## src/rtl/stopwatch_ctrl.sv

```systemverilog
// Pushbutton front end for the stopwatch: synchronizes and debounces three buttons,
// runs the IDLE/RUN/PAUSED control FSM and emits a lap-index write on every pause.
module stopwatch_ctrl #(
    parameter int DEBOUNCE_CYCLES = 1_000_000,
    parameter int SYNC_STAGES     = 2,
    parameter int LAP_SLOTS       = 8
) (
    input  logic       clk,
    input  logic       rst,
    input  logic       btn_start,
    input  logic       btn_pause,
    input  logic       btn_stop,
    output logic       start,
    output logic       pause,
    output logic       stop,
    output logic       mem_write,
    output logic [7:0] mem_address,
    output logic [7:0] mem_data_write,
    output logic [1:0] run_state
);

    localparam int                CNT_W    = $clog2(DEBOUNCE_CYCLES + 1);
    localparam logic [CNT_W-1:0]  CNT_LAST = CNT_W'(DEBOUNCE_CYCLES - 1);
    localparam logic [CNT_W-1:0]  CNT_ONE  = CNT_W'(1);
    localparam logic [7:0]        LAP_LAST = 8'(LAP_SLOTS - 1);
    localparam int                B_START  = 0;
    localparam int                B_PAUSE  = 1;
    localparam int                B_STOP   = 2;

    typedef enum logic [1:0] {
        ST_IDLE   = 2'd0,
        ST_RUN    = 2'd1,
        ST_PAUSED = 2'd2
    } state_t;

    logic [2:0]             w_btn_raw;
    logic [SYNC_STAGES-1:0] r_sync [3];
    logic [CNT_W-1:0]       r_cnt  [3];
    logic [2:0]             r_stable;
    logic [2:0]             r_stable_d;
    logic [2:0]             w_press;

    assign w_btn_raw = {btn_stop, btn_pause, btn_start};

    // The counter runs only while the synchronized input disagrees with the
    // stable level; the last counted cycle commits the new level.
    always_ff @(posedge clk or negedge rst) begin
        if (!rst) begin
            for (int b = 0; b < 3; b++) begin
                r_sync[b] <= '0;
                r_cnt[b]  <= '0;
            end
            r_stable   <= '0;
            r_stable_d <= '0;
        end else begin
            r_stable_d <= r_stable;
            for (int b = 0; b < 3; b++) begin
                r_sync[b] <= {r_sync[b][SYNC_STAGES-2:0], w_btn_raw[b]};
                if (r_sync[b][SYNC_STAGES-1] == r_stable[b]) begin
                    r_cnt[b] <= '0;
                end else if (r_cnt[b] == CNT_LAST) begin
                    r_stable[b] <= r_sync[b][SYNC_STAGES-1];
                    r_cnt[b]    <= '0;
                end else begin
                    r_cnt[b] <= r_cnt[b] + CNT_ONE;
                end
            end
        end
    end

    assign w_press = r_stable & ~r_stable_d;

    state_t     r_state;
    state_t     w_next_state;
    logic [7:0] r_lap;
    logic [7:0] w_lap_next;
    logic [7:0] r_data;
    logic [7:0] w_data_next;
    logic       r_start;
    logic       r_pause;
    logic       r_stop;
    logic       r_write;
    logic       w_stop_next;
    logic       w_write_next;

    // Only the highest-priority press in a cycle is acted on; the rest are dropped.
    always_comb begin
        w_next_state = r_state;
        w_lap_next   = r_lap;
        w_data_next  = r_data;
        w_stop_next  = 1'b0;
        w_write_next = 1'b0;
        if (w_press[B_STOP]) begin
            w_next_state = ST_IDLE;
            w_stop_next  = 1'b1;
            w_lap_next   = 8'd0;
            w_data_next  = 8'd0;
        end else if (w_press[B_PAUSE]) begin
            case (r_state)
                ST_RUN: begin
                    w_next_state = ST_PAUSED;
                    w_write_next = 1'b1;
                    w_data_next  = r_lap;
                    w_lap_next   = (r_lap == LAP_LAST) ? 8'd0 : r_lap + 8'd1;
                end
                ST_PAUSED: w_next_state = ST_RUN;
                default:   w_next_state = r_state;
            endcase
        end else if (w_press[B_START]) begin
            case (r_state)
                ST_IDLE, ST_PAUSED: w_next_state = ST_RUN;
                default:            w_next_state = r_state;
            endcase
        end
    end

    always_ff @(posedge clk or negedge rst) begin
        if (!rst) begin
            r_state <= ST_IDLE;
            r_lap   <= 8'd0;
            r_data  <= 8'd0;
            r_start <= 1'b0;
            r_pause <= 1'b0;
            r_stop  <= 1'b0;
            r_write <= 1'b0;
        end else begin
            r_state <= w_next_state;
            r_lap   <= w_lap_next;
            r_data  <= w_data_next;
            r_start <= (w_next_state != ST_IDLE);
            r_pause <= (w_next_state == ST_PAUSED);
            r_stop  <= w_stop_next;
            r_write <= w_write_next;
        end
    end

    assign start          = r_start;
    assign pause          = r_pause;
    assign stop           = r_stop;
    assign mem_write      = r_write;
    assign mem_address    = 8'd0;
    assign mem_data_write = r_data;
    assign run_state      = r_state;

endmodule
```

## config.mk

```make
export PLATFORM = sky130hd
export DESIGN_NAME = stopwatch_ctrl
export DESIGN_NICKNAME = d
export VERILOG_FILES = /design/src/rtl/stopwatch_ctrl.sv
export SDC_FILE = /design/constraint.sdc
export NUM_CORES = 1
export LEC_CHECK = 0
export BUFFER_PORTS_ARGS = -buffer_cell sky130_fd_sc_hd__buf_2
export CAP_MARGIN = 40
export CELL_PAD_IN_SITES_DETAIL_PLACEMENT = 0
export CELL_PAD_IN_SITES_GLOBAL_PLACEMENT = 1
export CORE_MARGIN = 3
export CORE_UTILIZATION = 51
export DETAILED_ROUTE_END_ITERATION = 10
export PLACE_DENSITY_LB_ADDON = 0.1
export REMOVE_ABC_BUFFERS = 1
export SYNTH_ARGS = -nofsm -noshare
export SYNTH_HDL_FRONTEND = slang
export SYNTH_SLANG_ARGS = --single-unit
```

## constraint.sdc

```tcl
create_clock -name clk -period 4 [get_ports clk]
set_clock_uncertainty 0.05 [all_clocks]
set_input_delay 0.2 -clock clk [delete_from_list [all_inputs] [get_ports clk]]
set_output_delay 0.2 -clock clk [all_outputs]
set_load 0.1 [all_outputs]
```

==> run_results.csv, run 1 <==
group,metric,value,unit
status,status,"complete, no violations",
run,drv_cap,0,
global_route,grt_max_degree,61,
power,switching_share,22.84,%
critical_path,crit_fanout,19,
critical_path,required,4170,ps
logic_synthesis,synth_flop_cell,"dfrtp_1",
logic_synthesis,ys_types,49,
layout,fin_nets,489,
critical_path,cp_cell_sequence,"or4b_1, or4_4, o21ai_4, nor2_1",
critical_path,cpMaxStageDelayCell,"or4_4",
critical_path,endpoint_kind,"flop",
floorplanning,dieArea,9977,um^2
logic_synthesis,synth_seq_cells,94,
routing,drt-total-wl,8.224,mm
power,netSwitchingPower,398.2,uW
clock_network,cts.path.max_buffers,2,
worst_hold_path,min_from,"r_sync[4]$_DFF_PN0_",
global_route,gr-usage-met1,25.97,%
global_route,grt.total_usage,18.13,%
timing,hold_viol,0,
layout,area_growth,9.658,%
timing,fmax,432.9,MHz
floorplanning,pin_count,27,
power,combPwrFrac,4.8,%
logic_synthesis,ys_seq_area_share,52.32,%
timing,min_period_over_period,57.75,%
logic_synthesis,synth-xor-area-share,8.962,%
critical_path,path_class,"reg2reg",
critical_path,crit_arrival,2480,ps
clock_network,clockRootBuffer,"clkbuf_8",
place,io_buffers,18,
timing,worst_slack,1690,ps
logic_synthesis,synth-compound-area-share,7.765,%
clock_network,post_cts_buffers,0,
timing,tns,0,ps
power,pwr-share-clk,39.6,%
logic_synthesis,synth_area,4496,um^2
logic_synthesis,yosysMostFrequentCell,"dfrtp_1",
routing,drtPass1Iterations,5,
timing,tightest_slew,731.8,ps
floorplanning,rows,33,
timing,max-slew-margin-rel,51.21,%
logic_synthesis,yosysTopAreaCell,"dfrtp_1",
timing,setup_viol,0,
critical_path,reg2reg_slack,1690,ps
critical_path,start_kind,"flop",
critical_path,cp_slowest_stage_delay,570,ps
routing,vias,3214,
timing,rsz0062_at_grt,"no",
clock_network,numCtsBuffers,9,
layout,diodes,0,
layout,multi_input_area,2022,um^2
logic_synthesis,yosys.area.top_type_share,52.32,%
clock_network,htree_levels,3,
logic_synthesis,yosys-mux-area-fraction,1.447,%
logic_synthesis,synthAdderAreaFrac,2.227,%
routing,drtIter0Drc,78,
routing,ant_nets,0,
clock_network,clk_pin_slew,90,ps
logic_synthesis,yosys-top-cells-area,"dfrtp_1 52%, xnor2_1 6.0%, nor2_1 4.4%",
global_route,busiest_layer,"met2",
routing,viasPerCell,5.485,
global_route,use_met2,27.50,%
floorplanning,initial_core_util,53.63,%
clock_network,insertion_delay,350,ps
power,leakage,2.114,nW
logic_synthesis,async_flop_share,100.0,%
global_route,grt_pass1_vias,3057,
place,gp_congestion,0.7977,
floorplanning,fp.dieH,99.89,um
global_route,use_met3,3.127,%
place,place_ws,1695,ps
critical_path,cp-startpoint,"r_cnt[32]$_DFF_PN0_",
logic_synthesis,yosys.area_share.simple,23.91,%
logic_synthesis,yosys_warnings,0,
power,powerDensity,353.7,nW/um^2
power,pwr-share-seq,55.6,%
clock_network,cts.sinks,94,
routing,drcViolationCount,0,
logic_synthesis,avgSynthCellArea,10.03,um^2
power,internal-power,1.345,mW
logic_synthesis,synth_common_cells,"94 x dfrtp_1, 53 x nor2_1, 44 x nand2_1, 31 x xnor2_1",
global_route,antenna_found_initial,0,
power,vdd_drop_max,0.1817,mV
floorplanning,die_w,99.89,um
global_route,grt_remaining_overflow,0,
logic_synthesis,synth_edf_count,0,
worst_hold_path,hold_path_class,"reg2reg",
floorplanning,core,8382,um^2
timing,slew_violations,0,
power,total_power,1.744,mW
logic_synthesis,synth_top_family_by_area,"simple AND/OR/NAND/NOR gates",
layout,drive_gt1_share,9.563,%
clock_network,cts_tree,"yes",
global_route,grt_pass1_wl,14.52,mm
routing,routedWlPerCell,14.03,um
logic_synthesis,syn_inst,448,
layout,fillerInstances,747,
critical_path,reg2reg_from,"r_cnt[32]$_DFF_PN0_",
timing,finalCriticalPeriod,2310,ps
layout,register_area,2352,um^2
place,dpl.hpwl,5.617,mm
==> worst paths after layout <==
path / cells after the start / end
worst max-delay path: 4 / r_cnt[32]$_DFF_PN0_
worst min register to register: 0 / r_sync[5]$_DFF_PN0_
min in group asynchronous: 2 / r_cnt[49]$_DFF_PN0_
max in group asynchronous: 3 / r_cnt[6]$_DFF_PN0_
worst min-delay path: 0 / r_sync[5]$_DFF_PN0_
worst max register to register: 4 / r_cnt[32]$_DFF_PN0_
==> area by class of cell <==
cell class	instances	area share, %
Sequential cell	94	47.72
Tap cell	105	2.665
Timing Repair Buffer	25	3.147
Clock inverter	3	1.371
Inverter	14	1.066
Clock buffer	13	3.020
Multi-Input combinational cell	332	41.02
==> sequential cells by signal (all words and copies together), names as in the netlist <==
signal and cells:
r_cnt 60, mem_data_write 8, r_lap 8, r_sync 6, r_stable 3, r_stable_d 3
run_state 2, mem_write 1, pause 1, start 1, stop 1
==> stage by stage <==
stage	area (um^2)	hold slack, ps	cells	util (%)
after floorplan	4427	-145.6	440	-
after global placement	4673	257.8	566	55.75
after detailed placement	4673	261.8	566	55.75
after CTS	4930	307.0	586	58.81
after global routing	4930	325.1	586	58.81
final	4930	306.6	586	58.81
==> routing by layer <==
metal | part of all wire [%] | vias up
li1 | - | 1614
met1 | 50 | 1524
met2 | 45 | 68
met3 | 3.6 | 8
met4 | 1.3 | 0
met5 | 0 | -
==> layout by cell type (no fill, tap or decap), types with 3 or more instances in the layout <==
master	count
mux2_2	4
dlygate4sd3_1	4
or4_1	6
conb_1	8
and4_1	3
and2_1	4
clkbuf_1	3
buf_2	17
nor2_1	53
nor3_1	12
buf_4	4
nand4_1	12
ha_1	8
nor4_1	13
nand4b_1	5
nand2_1	44
xor2_1	15
a21oi_1	25
dfrtp_1	94
or3_1	12
and3_1	7
inv_1	14
nand3_1	25
xnor2_1	31
o21ai_0	16
clkbuf_8	10
==> kinds of logic after synthesis <==
kind of cell,Yosys count
DFF,94
and+or+nand+nor,208
muxes,6
AOI/OAI and AO/OA,56
other,1
adders and majority gates,8
xor gates and xnor gates,46
buffers and inverters,29
==> timing repair <==
| item | CTS | global route |
|---|---|---|
| hold buffers | 4 | 0 |
| endpoints found under the hold margin | 62 | 0 |
| gates resized for setup | 0 | 0 |
==> worst max-delay path: cells and delay by family (launching register included) <==
kind | cells | cell delay (ps)
DFF | 1 | 440
and+or+nand+nor | 3 | 1240
AOI/OAI and AO/OA | 1 | 440
==> power by group through the flow <==
| stage | sequential [mW] | clock [mW] | combinational, mW |
|---|---|---|---|
| finish | 0.970 | 0.691 | 0.0829 |
| global route | 0.972 | 0.753 | 0.0938 |
| CTS | 0.970 | 0.708 | 0.0857 |
| detailed placement | 0.989 | 0 | 0.0828 |
| global placement | 0.988 | 0 | 0.0808 |
| floorplan | 0.987 | 0 | 0.0526 |
Power figures use the tool's default switching activity.
==> run 2, diff against run 1 <==
--- a/config.mk
+++ b/config.mk
@@ -10,7 +10,7 @@
 export CELL_PAD_IN_SITES_DETAIL_PLACEMENT = 0
 export CELL_PAD_IN_SITES_GLOBAL_PLACEMENT = 1
 export CORE_MARGIN = 3
-export CORE_UTILIZATION = 51
+export CORE_UTILIZATION = 43
 export DETAILED_ROUTE_END_ITERATION = 10
 export PLACE_DENSITY_LB_ADDON = 0.1
 export REMOVE_ABC_BUFFERS = 1
==> constraint.sdc (replaced) <==
create_clock -name clk -period 1.9 [get_ports clk]
set_clock_uncertainty 0.05 [all_clocks]
set_input_delay 0.095 -clock clk [delete_from_list [all_inputs] [get_ports clk]]
set_output_delay 0.095 -clock clk [all_outputs]
set_load 0.1 [all_outputs]
==> run_results.csv, run 2 (same netlist as run 1, synthesis figures left out) <==
group,metric,value,unit
timing,rsz0062_at_grt,"yes",
layout,fin_nets,539,
clock_network,clockRootBuffer,"clkbuf_8",
place,gp_congestion,0.7818,
place,place_ws,-191.3,ps
clock_network,cts_tree,"yes",
worst_hold_path,hold_path_class,"in2async",
timing,setup_viol,20,
run,drv_cap,0,
clock_network,cts.sinks,94,
clock_network,cts.path.max_buffers,2,
routing,routedWlPerCell,13.34,um
critical_path,cp_cell_sequence,"or4_4, or4_4, nor2_2, mux2_4",
clock_network,numCtsBuffers,9,
routing,drtPass1Iterations,4,
layout,design_area,5423,um^2
timing,fmax,489.3,MHz
global_route,grt_pass1_wl,15.61,mm
floorplanning,fp.dieH,108.3,um
critical_path,required,2110,ps
critical_path,start_kind,"flop",
layout,final_cell_mix,"94 x dfrtp_1, 51 x buf_4, 48 x nor2_1, 44 x nand2_1, 31 x xnor2_1",
global_route,grt_max_degree,44,
critical_path,worst-path-buf-inv,0,
timing,min_period_over_period,107.6,%
floorplanning,initial_core_util,45.16,%
clock_network,insertion_delay,370,ps
global_route,grt_remaining_overflow,0,
critical_path,cp_slowest_stage_delay,570,ps
floorplanning,core,9955,um^2
status,failed_checks,"setup timing",
layout,final_common_cell,"dfrtp_1",
clock_network,htree_levels,3,
global_route,antenna_found_initial,0,
critical_path,crit_top_cell,"or4_4",
floorplanning,pin_count,27,
global_route,grt_pass1_vias,3300,
layout,drive_gt1_share,20.53,%
timing,worst_slack,-143.8,ps
routing,drtIter0Drc,105,
critical_path,crit_fanout,2,
place,dpl.hpwl,6.276,mm
routing,vias,3418,
critical_path,cp_top_family,"simple AND/OR/NAND/NOR gates",
routing,viasPerCell,5.148,
place,place_area,5109,um^2
floorplanning,dieArea,11720,um^2
floorplanning,rows,36,
layout,regMostFlops,"r_cnt",
routing,drt-total-wl,8.860,mm
power,vdd_drop_max,0.6034,mV
layout,fin_cells,664,
routing,met1_length,4.406,mm
critical_path,path_class,"reg2reg",
routing,drcViolationCount,0,
routing,top_layer,"met4",
critical_path,endpoint_kind,"flop",
power,leakage,2.402,nW
layout,largest_reg_flops,60,
timing,hold_viol,0,
layout,fin_util,54.47,%
layout,fillerInstances,897,
floorplanning,die_w,108.3,um
place,place_inst,644,
place,io_buffers,18,
critical_path,cpMaxStageDelayCell,"or4_4",
clock_network,clk_pin_slew,90,ps
timing,finalCriticalPeriod,2044,ps
critical_path,crit_arrival,2250,ps
layout,diodes,0,
layout,area_growth,20.62,%
global_route,grt.total_usage,16.89,%
routing,met3_length,389,um
status,status,"finished, violations left",
timing,slew_violations,0,
routing,wl_met2,3.957,mm
power,powerDensity,683.5,nW/um^2
routing,ant_nets,0,
==> run 2: cell type report <==
cell class,instances,area (um^2),share of cell area (%)
Clock buffer,12,145.1,2.677
Clock inverter,4,70.07,1.292
Inverter,14,52.55,0.9691
Multi-Input combinational cell,332,2077,38.30
Sequential cell,94,2352,43.38
Tap cell,133,166.4,3.069
Timing Repair Buffer,75,559.3,10.31
==> run 2: metrics by stage <==
stage	setup TNS, ps	power, mW	hold slack, ps
after floorplan	-8877	2.188	-250.6
after global placement	-2013	2.281	21.86
after detailed placement	-2351	2.285	21.84
after CTS	-2416	3.773	156.6
after global routing	-3707	3.893	169.2
final	-2319	3.706	148.1
==> run 2: worst paths after layout <==
check / start / slack, ps / cells past startpoint / end
hold / removal: rst / 150 / 2 / r_cnt[52]$_DFF_PN0_
max in group asynchronous: rst / 1000 / 3 / r_lap[5]$_DFFE_PN0P_
min in group clk: r_sync[4]$_DFF_PN0_ / 300 / 0 / r_sync[5]$_DFF_PN0_
setup reg to reg: r_cnt[33]$_DFF_PN0_ / -140 / 4 / r_stable[1]$_DFFE_PN0P_
hold reg to reg: r_sync[4]$_DFF_PN0_ / 300 / 0 / r_sync[5]$_DFF_PN0_
setup / recovery: r_cnt[33]$_DFF_PN0_ / -140 / 4 / r_stable[1]$_DFFE_PN0P_
==> run 2: repair_timing <==
action / in CTS / in global routing
hold buffers: 4 / 0
endpoints found under the hold margin: 33 / 0
resized for setup: 8 / 7
pin swaps: 5 / 3
buffers inserted: 0 / 0
setup endpoints to repair: 23 / 23
cloned: 0 / 0
==> run 2: power by group <==
group | internal [mW] | switching [mW]
combinational | 0.0568 | 0.157
clock | 0.774 | 0.681
sequential | 2.02 | 0.0166
total | 2.85 | 0.855
==> run 2: routing by layer <==
layer  track usage [%]  vias to the layer above
met1             23.38                     1640
met2             25.58                       55
li1                  -                     1714
met3             5.493                        9
met4             4.689                        0
met5                 0                        -
